### config.mk
export PLATFORM = sky130hd
export DESIGN_NAME = sprite_compositor
export DESIGN_NICKNAME = d
export VERILOG_FILES = /design/src/rtl/pixel_pkg.sv /design/src/rtl/obj_hit_test.sv /design/src/rtl/sprite_compositor.sv
export SDC_FILE = /design/constraint.sdc
export NUM_CORES = 2
export LEC_CHECK = 0
export ABC_AREA = 1
export CORE_AREA = 2 2 538 540
export DETAILED_ROUTE_END_ITERATION = 8
export DIE_AREA = 0 0 540 542
export PLACE_DENSITY = 0.61
export SYNTH_ARGS = -nofsm -noshare
export SYNTH_HDL_FRONTEND = slang
export SYNTH_SLANG_ARGS = --single-unit
export TNS_END_PERCENT = 5
### constraint.sdc
create_clock -name sys_clk -period 7.3 [get_ports sys_clk]
set_input_delay 2.19 -clock sys_clk [delete_from_list [all_inputs] [get_ports sys_clk]]
set_output_delay 2.19 -clock sys_clk [all_outputs]
set_load 0.01 [all_outputs]
### src/rtl/pixel_pkg.sv
// Shared definitions for the sprite compositor: palette, object-table entry
// layout and pipeline depth.
package pixel_pkg;

    localparam int OBJ_PHY_W    = 16;
    localparam int OBJ_SIZE_W   = 9;
    localparam int OBJ_PIX_W    = 12;
    localparam int PIPE_LATENCY = 3;

    localparam logic [OBJ_PIX_W-1:0] BLACK       = 12'h000;
    localparam logic [OBJ_PIX_W-1:0] WHITE       = 12'hFFF;
    localparam logic [OBJ_PIX_W-1:0] RED         = 12'hF00;
    localparam logic [OBJ_PIX_W-1:0] GREEN       = 12'h0F0;
    localparam logic [OBJ_PIX_W-1:0] BLUE        = 12'h00F;
    localparam logic [OBJ_PIX_W-1:0] YELLOW      = 12'hFF0;
    localparam logic [OBJ_PIX_W-1:0] CYAN        = 12'h0FF;
    localparam logic [OBJ_PIX_W-1:0] MAROON      = 12'h800;
    localparam logic [OBJ_PIX_W-1:0] TRANSPARENT = 12'hF0F;

    typedef struct packed {
        logic                  en;
        logic [OBJ_PHY_W-1:0]  x;
        logic [OBJ_PHY_W-1:0]  y;
        logic [OBJ_SIZE_W-1:0] w;
        logic [OBJ_SIZE_W-1:0] h;
        logic [OBJ_PIX_W-1:0]  color;
    } obj_entry_t;

endpackage

### src/rtl/obj_hit_test.sv
// Combinational rectangle test for one object slot against a world-space pixel.
module obj_hit_test #(
    parameter logic [pixel_pkg::OBJ_PIX_W-1:0] KEY_RGB = pixel_pkg::TRANSPARENT
) (
    input  pixel_pkg::obj_entry_t          obj_i,
    input  logic [pixel_pkg::OBJ_PHY_W:0]  x_i,
    input  logic [pixel_pkg::OBJ_PHY_W:0]  wy_i,
    output logic                           hit_o
);
    import pixel_pkg::*;

    localparam int AW = OBJ_PHY_W + 1;

    logic [AW-1:0] x_lo, x_hi, y_lo, y_hi;

    // One extra bit keeps the far edges from wrapping past the coordinate space.
    assign x_lo = AW'(obj_i.x);
    assign x_hi = x_lo + AW'(obj_i.w);
    assign y_lo = AW'(obj_i.y);
    assign y_hi = y_lo + AW'(obj_i.h);

    assign hit_o = obj_i.en && (obj_i.color != KEY_RGB)
                   && (x_i >= x_lo) && (x_i < x_hi)
                   && (wy_i >= y_lo) && (wy_i < y_hi);

endmodule

### src/rtl/sprite_compositor.sv
// Three-stage pixel compositor: background plus prioritised rectangular objects,
// with a shadow object table committed atomically at frame start.
module sprite_compositor #(
    parameter int OBJ_NUM      = 16,
    parameter int IDX_WIDTH    = 4,
    parameter int PHY_WIDTH    = 16,
    parameter int SCREEN_WIDTH = 10,
    parameter int CAM_WIDTH    = 5,
    parameter int BLOCK_WIDTH  = 480,
    parameter int SIZE_WIDTH   = 9,
    parameter int PIXEL_WIDTH  = 12,
    parameter logic [PIXEL_WIDTH-1:0] TRANSPARENT = 12'hF0F,
    parameter logic [PIXEL_WIDTH-1:0] BORDER_RGB  = 12'hFFF
) (
    input  logic                    sys_clk,
    input  logic                    sys_rst_n,
    input  logic                    pix_tick,
    input  logic                    video_on,
    input  logic                    frame_start,
    input  logic [SCREEN_WIDTH-1:0] x,
    input  logic [SCREEN_WIDTH-1:0] y,
    input  logic [CAM_WIDTH-1:0]    camera_y,
    input  logic [PIXEL_WIDTH-1:0]  map_rgb,
    input  logic                    map_on,
    input  logic                    obj_wr_valid,
    output logic                    obj_wr_ready,
    input  logic [IDX_WIDTH-1:0]    obj_wr_idx,
    input  logic                    obj_wr_en,
    input  logic [PHY_WIDTH-1:0]    obj_wr_x,
    input  logic [PHY_WIDTH-1:0]    obj_wr_y,
    input  logic [SIZE_WIDTH-1:0]   obj_wr_w,
    input  logic [SIZE_WIDTH-1:0]   obj_wr_h,
    input  logic [PIXEL_WIDTH-1:0]  obj_wr_color,
    output logic [PIXEL_WIDTH-1:0]  rgb,
    output logic                    rgb_valid,
    output logic [IDX_WIDTH-1:0]    hit_idx,
    output logic                    hit_any,
    output logic                    commit_pending
);
    import pixel_pkg::*;

    localparam int AW = PHY_WIDTH + 1;
    localparam logic [IDX_WIDTH:0] SLOT_LIMIT = OBJ_NUM[IDX_WIDTH:0];

    obj_entry_t shadow_q [OBJ_NUM];
    obj_entry_t active_q [OBJ_NUM];
    obj_entry_t wr_entry;
    logic       commit_pending_q;
    logic       commit, wr_fire, wr_in_range;

    assign commit       = pix_tick & frame_start & commit_pending_q;
    assign obj_wr_ready = ~commit;
    assign wr_fire      = obj_wr_valid & obj_wr_ready;
    assign wr_in_range  = {1'b0, obj_wr_idx} < SLOT_LIMIT;
    assign wr_entry     = '{en: obj_wr_en, x: obj_wr_x, y: obj_wr_y,
                            w: obj_wr_w, h: obj_wr_h, color: obj_wr_color};

    always_ff @(posedge sys_clk or negedge sys_rst_n) begin
        if (!sys_rst_n) begin
            for (int k = 0; k < OBJ_NUM; k++) begin
                shadow_q[k] <= '0;
                active_q[k] <= '0;
            end
            commit_pending_q <= 1'b0;
        end else if (commit) begin
            for (int k = 0; k < OBJ_NUM; k++) begin
                active_q[k] <= shadow_q[k];
            end
            commit_pending_q <= 1'b0;
        end else if (wr_fire && wr_in_range) begin
            shadow_q[obj_wr_idx] <= wr_entry;
            commit_pending_q     <= 1'b1;
        end
    end

    logic [AW-1:0]          wy_d, s1_x_q, s1_wy_q;
    logic                   s1_video_q, s1_map_on_q;
    logic [PIXEL_WIDTH-1:0] s1_map_rgb_q;

    assign wy_d = AW'(y) + AW'(camera_y) * AW'(BLOCK_WIDTH);

    logic [OBJ_NUM-1:0]     hit_d, s2_hit_q;
    logic [PIXEL_WIDTH-1:0] win_color_d, s2_color_q, s2_map_rgb_q;
    logic                   s2_video_q, s2_map_on_q;

    for (genvar g = 0; g < OBJ_NUM; g++) begin : g_hit
        obj_hit_test #(.KEY_RGB(TRANSPARENT)) u_hit (
            .obj_i (active_q[g]),
            .x_i   (s1_x_q),
            .wy_i  (s1_wy_q),
            .hit_o (hit_d[g])
        );
    end

    // Winner colour is captured alongside the hit vector so a commit landing
    // while this pixel sits in stage 3 cannot recolour it.
    always_comb begin
        win_color_d = '0;
        for (int k = OBJ_NUM - 1; k >= 0; k--) begin
            if (hit_d[k]) win_color_d = active_q[k].color;
        end
    end

    logic [IDX_WIDTH-1:0]   win_idx, hit_idx_d, hit_idx_q;
    logic [PIXEL_WIDTH-1:0] rgb_d, rgb_q;
    logic                   hit_any_d, hit_any_q, rgb_valid_q;

    always_comb begin
        win_idx = '0;
        for (int k = OBJ_NUM - 1; k >= 0; k--) begin
            if (s2_hit_q[k]) win_idx = IDX_WIDTH'(k);
        end
        rgb_d     = '0;
        hit_any_d = 1'b0;
        hit_idx_d = '0;
        if (s2_video_q) begin
            if (|s2_hit_q) begin
                rgb_d     = s2_color_q;
                hit_any_d = 1'b1;
                hit_idx_d = win_idx;
            end else if (s2_map_on_q) begin
                rgb_d = s2_map_rgb_q;
            end else begin
                rgb_d = BORDER_RGB;
            end
        end
    end

    always_ff @(posedge sys_clk or negedge sys_rst_n) begin
        if (!sys_rst_n) begin
            s1_x_q       <= '0;
            s1_wy_q      <= '0;
            s1_video_q   <= 1'b0;
            s1_map_on_q  <= 1'b0;
            s1_map_rgb_q <= '0;
            s2_hit_q     <= '0;
            s2_color_q   <= '0;
            s2_video_q   <= 1'b0;
            s2_map_on_q  <= 1'b0;
            s2_map_rgb_q <= '0;
            rgb_q        <= '0;
            rgb_valid_q  <= 1'b0;
            hit_any_q    <= 1'b0;
            hit_idx_q    <= '0;
        end else if (pix_tick) begin
            s1_x_q       <= AW'(x);
            s1_wy_q      <= wy_d;
            s1_video_q   <= video_on;
            s1_map_on_q  <= map_on;
            s1_map_rgb_q <= map_rgb;
            s2_hit_q     <= hit_d;
            s2_color_q   <= win_color_d;
            s2_video_q   <= s1_video_q;
            s2_map_on_q  <= s1_map_on_q;
            s2_map_rgb_q <= s1_map_rgb_q;
            rgb_q        <= rgb_d;
            rgb_valid_q  <= s2_video_q;
            hit_any_q    <= hit_any_d;
            hit_idx_q    <= hit_idx_d;
        end
    end

    assign rgb            = rgb_q;
    assign rgb_valid      = rgb_valid_q;
    assign hit_any        = hit_any_q;
    assign hit_idx        = hit_idx_q;
    assign commit_pending = commit_pending_q;

endmodule
==> results.ini <==
[status]
status = finished, final reports clean

[clock_tree]
cts.path.max_buffers = 4
clk_pin_slew_ns = 0.06
holdBufCountCts = 0
htreeDepth = 4
numCtsBuffers = 222
cts_resized = 0
postCtsSetupBuffers = 0
cts_tree = yes
cts_sinks = 2116
root_buffer = clkbuf_16
clk_latency_ns = 0.94

[logic_synthesis]
synth.most_common_cell = nand2_1
synth_area_leaders = dfrtp_1, nand2_1, ha_1
yosysWarnings = 0
syn_area_mm2 = 0.1142
synth_top_area_cell = dfrtp_1
synth_fp_nets = 14740
synth_top_area_share_pct = 46.35
yosys_register_bits = 2116
synth_area_per_cell_um2 = 8.454
synth_edf_count = 0
ys_seq_area_share_pct = 46.35
synth_cell_types = 85
synthTopCellsByCount = nand2_1, dfrtp_1, o21ai_0
synthArstFlopShare_pct = 100.0
synthFlopType = dfrtp_1
synthCells = 13510

[timing]
slew_headroom_pct = 22.40
fin_hold_ws_ns = 0.4426
hold_violations = 0
layout_min_cycle_time_ns = 5.828
skew_ns = 0.05679
max_freq_mhz = 171.6
drv_slew = 0
setup_viol = 0
period_share_pct = 79.83
worst_pin_slew_ns = 1.164
rsz0062_at_grt = false
setup_tns_ns = 0

[cells_and_area]
multi_input_area_mm2 = 0.05431
fillerInstances = 28150
regArea_mm2 = 0.05298
area_growth_pct = 11.61
drive_above_1_share_pct = 5.466
final_nets = 14710

[detailed_routing]
vias_per_cell = 5.180
wl_per_cell_um = 18.79
ant_nets = 0
first_pass_iters = 8
route.detailed.drc = 0
first_iter_violations = 7262
vias = 90430
wirelength_mm = 328.1

[setup_path]
rr_worst_depth = 35
r2r-end = s2_color_q[0]
crit_path_end_kind = output port
crit_path_start_kind = input port
criticalPathCategory = in -> out
r2r_slack_ns = 1.82
path_max_fanout = 5
rr_startpoint = active_q[30]
cp_data_arrival_time_ns = 3.64
required_ns = 5.11

[worst_hold_path]
holdPathEnd = active_q[282]
hp-class = reg -> reg
hp-start = shadow_q[282]
worstHoldPathCells = 2

[grt]
grt_antenna_before_repair = 45
grt_start_max_net_pins = 171
grt_pass1_wl_mm = 514.1
gr-total-overflow = 0
globalRouteTotalUtil_pct = 22.43
grt_pass1_vias = 87480

[floorplan]
io_pins = 131
design.core.area_mm2 = 0.2869
dieArea_mm2 = 0.2927
rows = 197
start_util_pct = 39.82
dieHeight_um = 542
die_w_um = 540

[placed_design]
place_hpwl_mm = 224.4
gp_congestion = 0.8905
port_buffers = 130

[power]
vdd.ir_drop.worst_uv = 241.9
leakage_nw = 62.59
power_density_mw_per_mm2 = 318.1

[job]
drv_cap = 0

-- worst max-delay path by stage --
stage	cells after the start	start	end
floorplan	4	pix_tick	obj_wr_ready
global placement	14	camera_y[2]	s1_wy_q[13]
detailed placement	14	camera_y[2]	s1_wy_q[13]
CTS	3	frame_start	obj_wr_ready
global route	35	active_q[46]	s2_color_q[9]
finish	3	frame_start	obj_wr_ready
-- registers in the layout (all words and copies together) (netlist names) --
name,flops
s2_color_q,12
s1_map_on_q,1
commit_pending,1
s1_x_q,10
s2_video_q,1
s2_hit_q,16
hit_idx,4
rgb_valid,1
s1_video_q,1
s2_map_rgb_q,12
active_q,1008
shadow_q,1008
hit_any,1
rgb,12
s2_map_on_q,1
s1_wy_q,15
s1_map_rgb_q,12
-- cell families after synthesis --
family | after synthesis | share of synthesized area, %
AND/OR/NAND/NOR | 5138 | 18.34
AO/OA/AOI/OAI | 2938 | 13.92
flip-flops | 2116 | 46.35
buffers and inverters | 1852 | 6.207
adder cells (fa/ha/maj) | 1113 | 12.45
XOR/XNOR | 356 | 2.736
-- cells in the final DEF, fill, tap and decap left out, types with 14 or more instances in the layout --
cell             instances
xnor2_1                 91
inv_1                 1272
clkbuf_1                41
nand3_2                 16
o21ai_0               1868
dfrtp_2                 23
o21bai_2                19
dfrtp_1               2093
xor2_1                 264
nor3_1                 104
a31oi_1                 21
clkbuf_16              224
nand2_1               3975
ha_1                  1073
or2_2                   19
o211ai_1                39
o21ai_1                 33
clkinv_2                39
nand4_1                139
o21a_1                  24
buf_12                  26
nor3_2                  14
nor4_1                  43
buf_4                  146
fa_1                    40
inv_2                   26
o221ai_1                18
o21ai_2                 15
a211oi_1                18
clkbuf_8                50
o21bai_1                69
a21oi_1                655
nand3_1                364
a21oi_2                 19
a21o_1                  51
bufinv_16               27
clkdlybuf4s50_1        128
o31ai_1                 15
nor2_1                 370
-- critical path, stage by stage --
cell	delay, ns
clkdlybuf4s50_1	0.50
nand3_4	0.28
clkdlybuf4s50_1	0.64
-- metal layers --
| layer | wire, um | track usage (%) | up-vias |
|---|---|---|---|
| li1 | - | - | 44410 |
| met1 | 149200 | 30.64 | 43490 |
| met2 | 150800 | 36.93 | 2035 |
| met3 | 17990 | 3.012 | 486 |
| met4 | 9884 | 6.861 | 20 |
| met5 | 139 | 0 | - |
-- metrics by stage --
| stage | instances | util (%) | setup slack, ns | power, mW | instance area, um^2 |
|---|---|---|---|---|---|
| 4_1_cts | 17450 | 44.43 | 1.434 | 40.84 | 127500 |
| 3_3_place_gp | 17050 | 41.77 | 1.223 | 28.38 | 119800 |
| 6_report | 17460 | 44.44 | 1.472 | 40.56 | 127500 |
| 3_5_place_dp | 17050 | 41.77 | 1.285 | 28.71 | 119800 |
| 5_1_grt | 17450 | 44.43 | 1.324 | 43.55 | 127500 |
| 2_1_floorplan | 13510 | - | 1.971 | 24.62 | 114200 |
-- power breakdown --
group          switching [mW]  internal (mW)
registers                1.82           14.2
logic                    7.67           4.81
clock network            4.93           7.08
total                    14.4           26.1
-- final cells by class --
cell class | count | area share, %
clock inverter | 85 | 0.9254
sequential | 2116 | 41.55
timing repair buffer | 301 | 2.294
clock buffer | 315 | 5.057
tap | 3781 | 3.710
antenna | 10 | 0.01963
multi-input combinational | 9545 | 42.60
inverter | 1304 | 3.845
Power figures use the tool's default switching activity.
